**config.mk**
```make
export PLATFORM = sky130hd
export DESIGN_NAME = hazard_ctrl_unit_flat
export DESIGN_NICKNAME = d
export VERILOG_FILES = /design/src/rtl/hazard_ctrl_unit_pkg.sv /design/src/rtl/hazard_ctrl_unit_if.sv /design/src/rtl/hazard_ctrl_unit_decode.sv /design/src/rtl/hazard_ctrl_unit.sv /design/src/flat_wrapper.sv
export SDC_FILE = /design/constraint.sdc
export NUM_CORES = 1
export LEC_CHECK = 0
export ABC_AREA = 1
export BUFFER_PORTS_ARGS = -buffer_cell sky130_fd_sc_hd__buf_2
export CAP_MARGIN = 25
export CORE_ASPECT_RATIO = 0.8
export CORE_MARGIN = 1.5
export CORE_UTILIZATION = 56
export CTS_CLUSTER_DIAMETER = 60
export DETAILED_ROUTE_END_ITERATION = 10
export PLACE_DENSITY = 0.85
export SYNTH_ARGS = -nofsm -noshare
export SYNTH_HDL_FRONTEND = slang
export SYNTH_SLANG_ARGS = --single-unit
```
**constraint.sdc**
```tcl
create_clock -name clk -period 3.2 [get_ports clk]
set_input_delay 0.16 -clock clk [delete_from_list [all_inputs] [get_ports clk]]
set_output_delay 0.16 -clock clk [all_outputs]
set_load 0.03 [all_outputs]
```
**src/rtl/hazard_ctrl_unit_pkg.sv**
```systemverilog
// Shared definitions for the hazard control slice: opcodes, register zero and
// the stall FSM state encoding.
package hazard_ctrl_unit_pkg;

  localparam logic [5:0] OP_RTYPE = 6'h00;
  localparam logic [5:0] OP_LW    = 6'h23;
  localparam logic [5:0] OP_SW    = 6'h2B;
  localparam logic [5:0] OP_BEQ   = 6'h04;
  localparam logic [5:0] OP_BNE   = 6'h05;
  localparam logic [5:0] OP_J     = 6'h02;
  localparam logic [5:0] OP_JAL   = 6'h03;

  localparam logic [4:0] REG_ZERO = 5'd0;

  typedef enum logic {
    ST_RUN   = 1'b0,
    ST_STALL = 1'b1
  } state_t;

endpackage

```
**src/rtl/hazard_ctrl_unit_if.sv**
```systemverilog
// Pipeline-side signal bundle of the hazard control unit. The slave modport is
// the unit itself; the master modport is the pipeline that feeds it.
interface hazard_ctrl_unit_if #(
  parameter int CNT_W = 16
);

  logic [31:0]      id_inst;
  logic             ex_mem_read;
  logic             ex_reg_write;
  logic [4:0]       ex_rd;
  logic             mem_mem_read;
  logic [4:0]       mem_rd;
  logic             branch_taken;
  logic             ext_stall;

  logic             pc_write;
  logic             if_id_write;
  logic             if_flush;
  logic             id_ex_bubble;
  logic [CNT_W-1:0] stall_cycles;
  logic [CNT_W-1:0] flush_count;
  logic             stall_timeout;

  modport master (
    output id_inst, ex_mem_read, ex_reg_write, ex_rd, mem_mem_read, mem_rd,
           branch_taken, ext_stall,
    input  pc_write, if_id_write, if_flush, id_ex_bubble, stall_cycles,
           flush_count, stall_timeout
  );

  modport slave (
    input  id_inst, ex_mem_read, ex_reg_write, ex_rd, mem_mem_read, mem_rd,
           branch_taken, ext_stall,
    output pc_write, if_id_write, if_flush, id_ex_bubble, stall_cycles,
           flush_count, stall_timeout
  );

endinterface

```
**src/rtl/hazard_ctrl_unit_decode.sv**
```systemverilog
// Combinational decode of the ID-stage instruction into the register-use and
// control-flow flags the hazard detector needs.
module hazard_decode
  import hazard_ctrl_unit_pkg::*;
(
  input  logic [31:0] id_inst,
  output logic        uses_rs,
  output logic        uses_rt,
  output logic        is_br,
  output logic        is_j,
  output logic [4:0]  rs,
  output logic [4:0]  rt
);

  logic [5:0] op;
  logic       unused_imm;

  assign op         = id_inst[31:26];
  assign rs         = id_inst[25:21];
  assign rt         = id_inst[20:16];
  assign unused_imm = ^id_inst[15:0];

  assign is_j    = (op == OP_J) || (op == OP_JAL);
  assign is_br   = (op == OP_BEQ) || (op == OP_BNE);
  assign uses_rs = !is_j;
  assign uses_rt = op inside {OP_RTYPE, OP_SW, OP_BEQ, OP_BNE};

endmodule

```
**src/rtl/hazard_ctrl_unit.sv**
```systemverilog
// IF/ID stall and flush control: load-use and branch-operand hazard detection,
// a RUN/STALL FSM for multi-cycle stalls, performance counters and a watchdog.
module hazard_ctrl_unit
  import hazard_ctrl_unit_pkg::*;
#(
  parameter int CNT_W     = 16,
  parameter int MAX_STALL = 8
) (
  input  logic             clk,
  input  logic             rst,
  hazard_ctrl_unit_if.slave bus
);

  localparam int WD_W = $clog2(MAX_STALL + 1);

  logic             uses_rs, uses_rt, is_br, is_j;
  logic [4:0]       rs, rt;
  logic             match_ex, match_mem;
  logic [1:0]       need;
  logic             hz_stall, do_flush;

  state_t           state;
  logic [1:0]       rem;
  logic [CNT_W-1:0] stall_cnt, flush_cnt;
  logic [WD_W-1:0]  consec;
  logic             timeout;

  hazard_decode u_decode (
    .id_inst (bus.id_inst),
    .uses_rs (uses_rs),
    .uses_rt (uses_rt),
    .is_br   (is_br),
    .is_j    (is_j),
    .rs      (rs),
    .rt      (rt)
  );

  assign match_ex  = (bus.ex_rd != REG_ZERO) &&
                     ((uses_rs && bus.ex_rd == rs) || (uses_rt && bus.ex_rd == rt));
  assign match_mem = (bus.mem_rd != REG_ZERO) &&
                     ((uses_rs && bus.mem_rd == rs) || (uses_rt && bus.mem_rd == rt));

  always_comb begin
    if (is_br && bus.ex_mem_read && match_ex)
      need = 2'd2;
    else if ((bus.ex_mem_read && match_ex) ||
             (is_br && bus.ex_reg_write && match_ex) ||
             (is_br && bus.mem_mem_read && match_mem))
      need = 2'd1;
    else
      need = 2'd0;
  end

  // Priority: reset forces Normal, then ext_stall freezes, then hazard stall, then flush.
  always_comb begin
    // NOTE: every output gets a default first so no path leaves one unassigned (no latch).
    bus.pc_write     = 1'b1;
    bus.if_id_write  = 1'b1;
    bus.if_flush     = 1'b0;
    bus.id_ex_bubble = 1'b0;
    hz_stall         = 1'b0;
    do_flush         = 1'b0;
    if (rst) begin
      // outputs stay Normal while in reset
    end else if (bus.ext_stall) begin
      bus.pc_write    = 1'b0;
      bus.if_id_write = 1'b0;
    end else if (state == ST_STALL || need != 2'd0) begin
      bus.pc_write     = 1'b0;
      bus.if_id_write  = 1'b0;
      bus.id_ex_bubble = 1'b1;
      hz_stall         = 1'b1;
    end else if (is_j || (is_br && bus.branch_taken)) begin
      bus.if_flush = 1'b1;
      do_flush     = 1'b1;
    end
  end

  // NOTE: sequential state uses non-blocking assignments so all registers update together.
  always_ff @(posedge clk or posedge rst) begin
    if (rst) begin
      state     <= ST_RUN;
      rem       <= 2'd0;
      stall_cnt <= '0;
      flush_cnt <= '0;
      consec    <= '0;
      timeout   <= 1'b0;
    end else if (!bus.ext_stall) begin
      case (state)
        ST_RUN: begin
          if (need == 2'd2) begin
            state <= ST_STALL;
            rem   <= 2'd1;
          end
        end
        ST_STALL: begin
          rem <= rem - 2'd1;
          if (rem <= 2'd1) state <= ST_RUN;
        end
        default: state <= ST_RUN;
      endcase

      if (hz_stall && !(&stall_cnt)) stall_cnt <= stall_cnt + CNT_W'(1);
      if (do_flush && !(&flush_cnt)) flush_cnt <= flush_cnt + CNT_W'(1);

      // Watchdog counts consecutive hazard stalls; any non-stall cycle restarts it.
      if (hz_stall) begin
        if (consec != WD_W'(MAX_STALL)) consec <= consec + WD_W'(1);
        if (consec >= WD_W'(MAX_STALL - 1)) timeout <= 1'b1;
      end else begin
        consec <= '0;
      end
    end
  end

  assign bus.stall_cycles  = stall_cnt;
  assign bus.flush_count   = flush_cnt;
  assign bus.stall_timeout = timeout;

endmodule
```
**src/flat_wrapper.sv**
```systemverilog
// flat-port wrapper written by rule: the top's interface ports become plain ports
module hazard_ctrl_unit_flat import hazard_ctrl_unit_pkg::*;
#(
  parameter int CNT_W     = 16,
  parameter int MAX_STALL = 8
)
  (clk, rst, bus_id_inst, bus_ex_mem_read, bus_ex_reg_write, bus_ex_rd, bus_mem_mem_read, bus_mem_rd, bus_branch_taken, bus_ext_stall, bus_pc_write, bus_if_id_write, bus_if_flush, bus_id_ex_bubble, bus_stall_cycles, bus_flush_count, bus_stall_timeout);
  hazard_ctrl_unit_if #(.CNT_W(CNT_W)) bus_i ();
  input  logic clk;
  input  logic rst;
  input wire logic [$bits(bus_i.id_inst)-1:0] bus_id_inst;
  input wire logic [$bits(bus_i.ex_mem_read)-1:0] bus_ex_mem_read;
  input wire logic [$bits(bus_i.ex_reg_write)-1:0] bus_ex_reg_write;
  input wire logic [$bits(bus_i.ex_rd)-1:0] bus_ex_rd;
  input wire logic [$bits(bus_i.mem_mem_read)-1:0] bus_mem_mem_read;
  input wire logic [$bits(bus_i.mem_rd)-1:0] bus_mem_rd;
  input wire logic [$bits(bus_i.branch_taken)-1:0] bus_branch_taken;
  input wire logic [$bits(bus_i.ext_stall)-1:0] bus_ext_stall;
  output wire logic [$bits(bus_i.pc_write)-1:0] bus_pc_write;
  output wire logic [$bits(bus_i.if_id_write)-1:0] bus_if_id_write;
  output wire logic [$bits(bus_i.if_flush)-1:0] bus_if_flush;
  output wire logic [$bits(bus_i.id_ex_bubble)-1:0] bus_id_ex_bubble;
  output wire logic [$bits(bus_i.stall_cycles)-1:0] bus_stall_cycles;
  output wire logic [$bits(bus_i.flush_count)-1:0] bus_flush_count;
  output wire logic [$bits(bus_i.stall_timeout)-1:0] bus_stall_timeout;
  assign bus_i.id_inst = bus_id_inst;
  assign bus_i.ex_mem_read = bus_ex_mem_read;
  assign bus_i.ex_reg_write = bus_ex_reg_write;
  assign bus_i.ex_rd = bus_ex_rd;
  assign bus_i.mem_mem_read = bus_mem_mem_read;
  assign bus_i.mem_rd = bus_mem_rd;
  assign bus_i.branch_taken = bus_branch_taken;
  assign bus_i.ext_stall = bus_ext_stall;
  assign bus_pc_write = bus_i.pc_write;
  assign bus_if_id_write = bus_i.if_id_write;
  assign bus_if_flush = bus_i.if_flush;
  assign bus_id_ex_bubble = bus_i.id_ex_bubble;
  assign bus_stall_cycles = bus_i.stall_cycles;
  assign bus_flush_count = bus_i.flush_count;
  assign bus_stall_timeout = bus_i.stall_timeout;
  hazard_ctrl_unit #(.CNT_W(CNT_W), .MAX_STALL(MAX_STALL)) u_core (.clk(clk), .rst(rst), .bus(bus_i));
endmodule
```
==> run summary, run 1 <==
Status = complete, but fails checks
Failing checks = hold timing
Skew final = 0.00493 ns
Post-Syn Area per Cell = 7.14 µm²
GRT busiest layer = met2
First-pass GRT wire length = 11600 µm
CP Class = reg -> reg
Drt pass-1 iters = 5
Vias per cell = 5.25
HP Class = in -> async
Power Internal = 786 µW
Slew Viols, Final = 0
Maximum capacitance violations = 0
Post-Route Setup TNS = 0 ns
Synth cell types = 33
Tot Pwr = 1.18 mW
Mapped Cells = 406
Final worst-path cycle share = 73.2%
Hold slack = -0.0101 ns
Final WL = 6740 µm
DRT antenna net count = 0
Hpwl dp = 5110 µm
Drt wl/cell = 12.5 µm
GRT overflow = 0
CP Launch Type = flop
Crit. End Element = flop
Max IR drop VDD = 0.000236 V
Crit path time final = 2.34 ns
Switching power = 397 µW
Vias = 2825
CTS Hold Bufs = 0
P_leak = 1.78 nW
CTS tree = built
Worst Path Max Fanout = 20
CP arrival = 2.55 ns
Clk_lat worst skew = 0.28 ns
Sw frac = 33.5%
Unrepaired setup endpoints after global routing = false
Core area = 5010 µm²
Gr usage total = 25.2%
Starting DRT DRC Count = 208
Die Y = 67.4 µm
Largest net degree at the start of global routing = 42
Met2 Use GR = 42.2%
Slew headroom = 52.2%
Final Hold Viols = 4
Register area share after synthesis = 34.5%
Number of buffers created by CTS = 5
Layout Utilization = 67.1%
DRC Markers = 0
Power share of the combinational group = 24.4%
M1 GR Usage = 35.1%
Die X-Extent = 83.5 µm
Clock share of power = 26.8%
Synth Register Bits = 40
CP Data Required Time = 3.41 ns
Post-route cell area = 3360 µm²
Vias in the first global route = 2590
Initial Utilization = 57.9%
Clock Tree Root = clkbuf_8
Part of the power in registers = 48.9%
Area Overhead vs Synth = 15.8%
Clock Sinks = 40
Die area = 5620 µm²
Placed Area = 3280 µm²
Setup bufs post-CTS = 0
GR Layer Usage met3 = 4.16%
Cts repair resizes = 0
Pwr Density = 352 nW/µm²
Synth warn = 0
IO buf count = 69
N_diodes = 0
Final setup viols = 0
Syn_nets = 460
Clock Tree Buf Depth = 2
Achievable frequency = 0.427 GHz
Syn Std Cell Area = 2900 µm²
Initial antenna violation count = 0
Htree depth = 2
Measured slew at the worst slew-check pin = 0.715 ns
Fin nets = 530
I/O pins = 86
Share of cells above drive strength 1 = 20.2%
Final Wtd Congestion = 0.930
Rows = 23
CTS clk-pin slew, worst paths = 0.08 ns
## state kept, by name, summed over array words and instances, names as in the netlist
signal	flops
u_core.state	1
u_core.consec	4
u_core.bus.stall_cycles	16
u_core.bus.flush_count	16
u_core.rem	2
u_core.bus.stall_timeout	1
## cells in the final DEF (no fill, tap or decap), types with 2 or more instances in the layout
master      n
nand4_1     6
nand3_1    53
xnor2_1    24
nand2_4     2
dfrtp_1    40
nand3_2     4
o21ai_0     3
xor2_1     19
clkbuf_8    5
a21oi_1     3
ha_1        5
o21ai_2     4
nand2_1   129
buf_2      69
nor2_1     34
nor3_1     10
buf_4       2
nor4_1      3
inv_1      46
## path summary, 6_finish.rpt
| check | to | slack, ns | depth (start not counted) | start |
|---|---|---|---|---|
| worst max-delay path | u_core.bus.flush_count[15] | 0.86 | 10 | u_core.bus.flush_count[0] |
| worst min-delay path | u_core.consec[2] | -0.01 | 3 | rst |
| worst max register to register | u_core.bus.flush_count[15] | 0.86 | 10 | u_core.bus.flush_count[0] |
| worst min register to register | u_core.rem[1] | 0.48 | 2 | u_core.rem[1] |
| max in group asynchronous | u_core.bus.stall_cycles[9] | 2.84 | 3 | rst |
| min in group clk | u_core.consec[2] | 0.17 | 3 | bus_ext_stall |
## Yosys cell counts
cell type  count  area share, %
xor2_1        19            5.7
ha_1           5            2.2
nand2_4        2           0.78
nand4_2        1           0.43
a21oi_1        3           0.52
xnor2_1       24            7.2
nor2_2         1           0.22
a31oi_2        1           0.43
o21ai_1        1           0.17
dfrtp_1       40             35
nand3_4        1           0.60
nor4_2         1           0.43
nor4_1         3           0.65
o21ai_0        3           0.52
buf_4          2           0.52
nand3_1       53            9.1
nand2_2        1           0.22
nor2_1        34            4.4
o21bai_1       1           0.26
o22ai_1        1           0.22
buf_2          3           0.52
nor3_1        10            1.7
nand2_1      129             17
nand3b_1       1           0.26
nor2_4         1           0.39
inv_8          1           0.39
nand4_1        6            1.3
clkbuf_1       1           0.13
inv_2          1           0.13
inv_1         46            6.0
buf_6          2           0.78
o21ai_2        4            1.2
nand3_2        4            1.4
## power groups by stage
| stage | Combinational, mW | Clock (mW) | Sequential (mW) |
|---|---|---|---|
| after detailed placement | 0.288 | 0 | 0.588 |
| after global routing | 0.327 | 0.343 | 0.583 |
| final | 0.288 | 0.317 | 0.578 |
| after global placement | 0.277 | 0 | 0.586 |
| after floorplan | 0.166 | 0 | 0.620 |
| after CTS | 0.290 | 0.322 | 0.578 |
## critical path, cell delays in order, from the launching register on
cell     delay, ns
dfrtp_1       0.44
ha_1          0.29
nand3_1       0.14
inv_1         0.12
nand3_1       0.08
nor2_1        0.13
a31oi_2       0.10
buf_4         0.19
nand2_1       0.55
nand2_1       0.15
o21ai_2       0.09
## metal layers
layer,share of wire [%],routed length (µm),up-vias
met1,47,3190,1297
met2,46,3120,96
met5,0,0,-
li1,-,-,1428
met3,5.8,394,4
met4,0.53,36,0
## stage by stage
| step | setup slack [ns] | cells |
|---|---|---|
| after floorplan | 0.953 | 406 |
| after global placement | 0.943 | 531 |
| after detailed placement | 0.868 | 531 |
| after CTS | 0.843 | 538 |
| after global routing | 0.563 | 538 |
| final | 0.857 | 538 |
## logic make-up (layout without fill, tap and decap cells)
group | after synthesis | after routing | share of synthesized area [%]
AOI/OAI and AO/OA | 14 | 14 | 3.32
DFF | 40 | 40 | 34.5
and+or+nand+nor | 248 | 248 | 38.6
buffers and inverters | 56 | 126 | 8.41
xor gates and xnor gates | 43 | 43 | 13.0
adders and majority gates | 5 | 5 | 2.16
## layout make-up
type | count | area [µm²]
multi-input cells | 310 | 1660
fillers | 448 | 1650
flip-flops and latches | 40 | 1000
repair buffers | 71 | 360
inverters | 48 | 188
well taps | 62 | 77.6
clock buffers | 6 | 72.6
clock inverters | 1 | 5.00
Note: power is estimated with default switching activity, not from simulation.
==> run 2, diff against run 1 <==
--- a/config.mk
+++ b/config.mk
@@ -10,10 +10,10 @@
 export CAP_MARGIN = 25
 export CORE_ASPECT_RATIO = 0.8
 export CORE_MARGIN = 1.5
-export CORE_UTILIZATION = 56
+export CORE_UTILIZATION = 47
 export CTS_CLUSTER_DIAMETER = 60
 export DETAILED_ROUTE_END_ITERATION = 10
-export PLACE_DENSITY = 0.85
+export PLACE_DENSITY = 0.76
 export SYNTH_ARGS = -nofsm -noshare
 export SYNTH_HDL_FRONTEND = slang
 export SYNTH_SLANG_ARGS = --single-unit
==> constraint.sdc (replaced) <==
create_clock -name clk -period 2.15 [get_ports clk]
set_input_delay 0.1075 -clock clk [delete_from_list [all_inputs] [get_ports clk]]
set_output_delay 0.1075 -clock clk [all_outputs]
set_load 0.03 [all_outputs]
==> run 2 against run 1 <==
Compared with the run above:
- the flow now finishes without violations
- flip-flop and latch count unchanged
- clock power grew 100%
- first-iteration DRC count decreased by 44%
- clock skew up 0.011 ns
- sequential share of layout area fell by 0.94 points
- critical endpoint is now u_core.bus.flush_count[2]
- power grew 64%
==> run summary, run 2 (synthesis gave the netlist of run 1 again) <==
Clk_lat worst skew = 0.31 ns
DRC Markers = 0
Clock Tree Buf Depth = 2
CP Data Required Time = 2.34 ns
Final WS setup = 0.390 ns
IO buf count = 69
Commonest non-fill, non-tap cell in the layout = nand2_1
Area Overhead vs Synth = 19.6%
Fin nets = 536
I/O pins = 86
Maximum capacitance violations = 0
GRT overflow = 0
Measured slew at the worst slew-check pin = 0.502 ns
Crit. End Element = flop
Clock Sinks = 40
HP Class = in -> reg
Hpwl dp = 5070 µm
Achievable frequency = 0.568 GHz
# fillers = 576
Fin cells = 564
Setup WS pre-CTS = 0.408 ns
Slew headroom = 66.5%
Die area = 6650 µm²
Seq. cell area = 1000 µm²
Power share of the combinational group = 22.4%
Inst Count DP = 555
Initial antenna violation count = 0
Most frequent cells in the layout = 129 x nand2_1, 69 x buf_2, 53 x nand3_1
Starting DRT DRC Count = 117
Area of the multi-input gates = 1660 µm²
Power Internal = 1.30 mW
Largest net degree at the start of global routing = 41
CTS clk-pin slew, worst paths = 0.08 ns
Part of the power in registers = 44.4%
Drt pass-1 iters = 5
CTS tree = built
CP Launch Type = flop
Unrepaired setup endpoints after global routing = false
Rows = 25
Vias = 2769
Crit-path slowest cell = dfrtp_1
Initial Utilization = 48.8%
CP Cell Sequence = ha_1 > nand3_1 > inv_1 > nand3_1 > nor2_1 > a31oi_2 > nand2_1 > buf_4 > nand2_1 > o21ai_2
Skew final = 0.0154 ns
Number of buffers created by CTS = 5
Worst Path Max Fanout = 11
Tot Pwr = 1.94 mW
First-pass GRT wire length = 11400 µm
Core area = 5940 µm²
Htree depth = 2
Slew Viols, Final = 0
Final Wtd Congestion = 0.904
CP arrival = 1.95 ns
Final Hold Viols = 0
Setup bufs post-CTS = 0
Final setup viols = 0
Die X-Extent = 90.8 µm
Crit path time final = 1.76 ns
DRT antenna net count = 0
Max IR drop VDD = 0.000250 V
Pwr Density = 559 nW/µm²
P_leak = 1.82 nW
Die Y = 73.3 µm
Drt wl/cell = 11.7 µm
Clock Tree Root = clkbuf_8
Post-Route Setup TNS = 0 ns
Gr usage total = 20.9%
CP max stage delay = 0.44 ns
CP Class = reg -> reg
Share of cells above drive strength 1 = 21.3%
Clock share of power = 33.3%
Final worst-path cycle share = 81.9%
N_diodes = 0
Hold slack = 0.0997 ns
Sw frac = 32.8%
Vias per cell = 4.91
Vias in the first global route = 2568
Switching power = 635 µW
Final WL = 6610 µm
Status = completed
run 2: routing by layer:
metal / wire length (µm) / vias up / GRT usage [%] / part of all wire [%]
li1: - / 1440 / - / -
met1: 3310 / 1253 / 28.8 / 50
met2: 2930 / 67 / 33.2 / 44
met3: 300 / 9 / 4.04 / 4.5
met4: 80 / 0 / 7.29 / 1.2
met5: 0 / - / 0 / 0
run 2: area by class of cell:
type	count	share of cell area [%]
clock buffer	5	1.98
clock inverter	3	1.33
inverter	48	5.41
multi-input combinational	310	47.7
sequential	40	28.9
tap	81	2.92
timing repair buffer	77	11.8
run 2: path summary, 6_finish.rpt:
path | slack, ns | end | startpoint | depth (start not counted)
max in group asynchronous | 1.30 | u_core.bus.stall_cycles[11] | rst | 4
min reg2reg | 0.48 | u_core.bus.stall_timeout | u_core.bus.stall_timeout | 1
min | 0.1 | u_core.consec[2] | bus_ext_stall | 3
min in group asynchronous | 0.49 | u_core.consec[3] | rst | 4
max | 0.39 | u_core.bus.flush_count[2] | u_core.bus.flush_count[0] | 10
max reg2reg | 0.39 | u_core.bus.flush_count[2] | u_core.bus.flush_count[0] | 10
run 2: power by group through the flow:
stage,Combinational (mW),Sequential (mW),Clock (mW)
3_5_place_dp,0.436,0.875,0
6_report,0.433,0.860,0.645
5_1_grt,0.495,0.869,0.680
3_3_place_gp,0.420,0.872,0
2_1_floorplan,0.247,0.922,0
4_1_cts,0.437,0.861,0.662
run 2: metrics by stage:
step           utilization [%]  instance area [µm²]
6_report                  58.4                 3470
5_1_grt                   58.4                 3470
4_1_cts                   58.4                 3470
3_5_place_dp              56.3                 3340
3_3_place_gp              56.3                 3340
2_1_floorplan                -                 2900
run 2: worst max-delay path, delay by kind of cell (launching register included):
| kind | cells | cell delay, ns |
|---|---|---|
| compound gates | 2 | 0.24 |
| fa+ha+maj | 1 | 0.28 |
| buf+inv | 2 | 0.27 |
| flops | 1 | 0.44 |
| simple gates | 5 | 0.44 |
run 2: what timing repair did:
item | CTS | global route
hold endpoints to repair | 40 | 0
gates resized for setup | 0 | 0
endpoints found under the setup margin | 0 | 0
hold buffers | 1 | 0
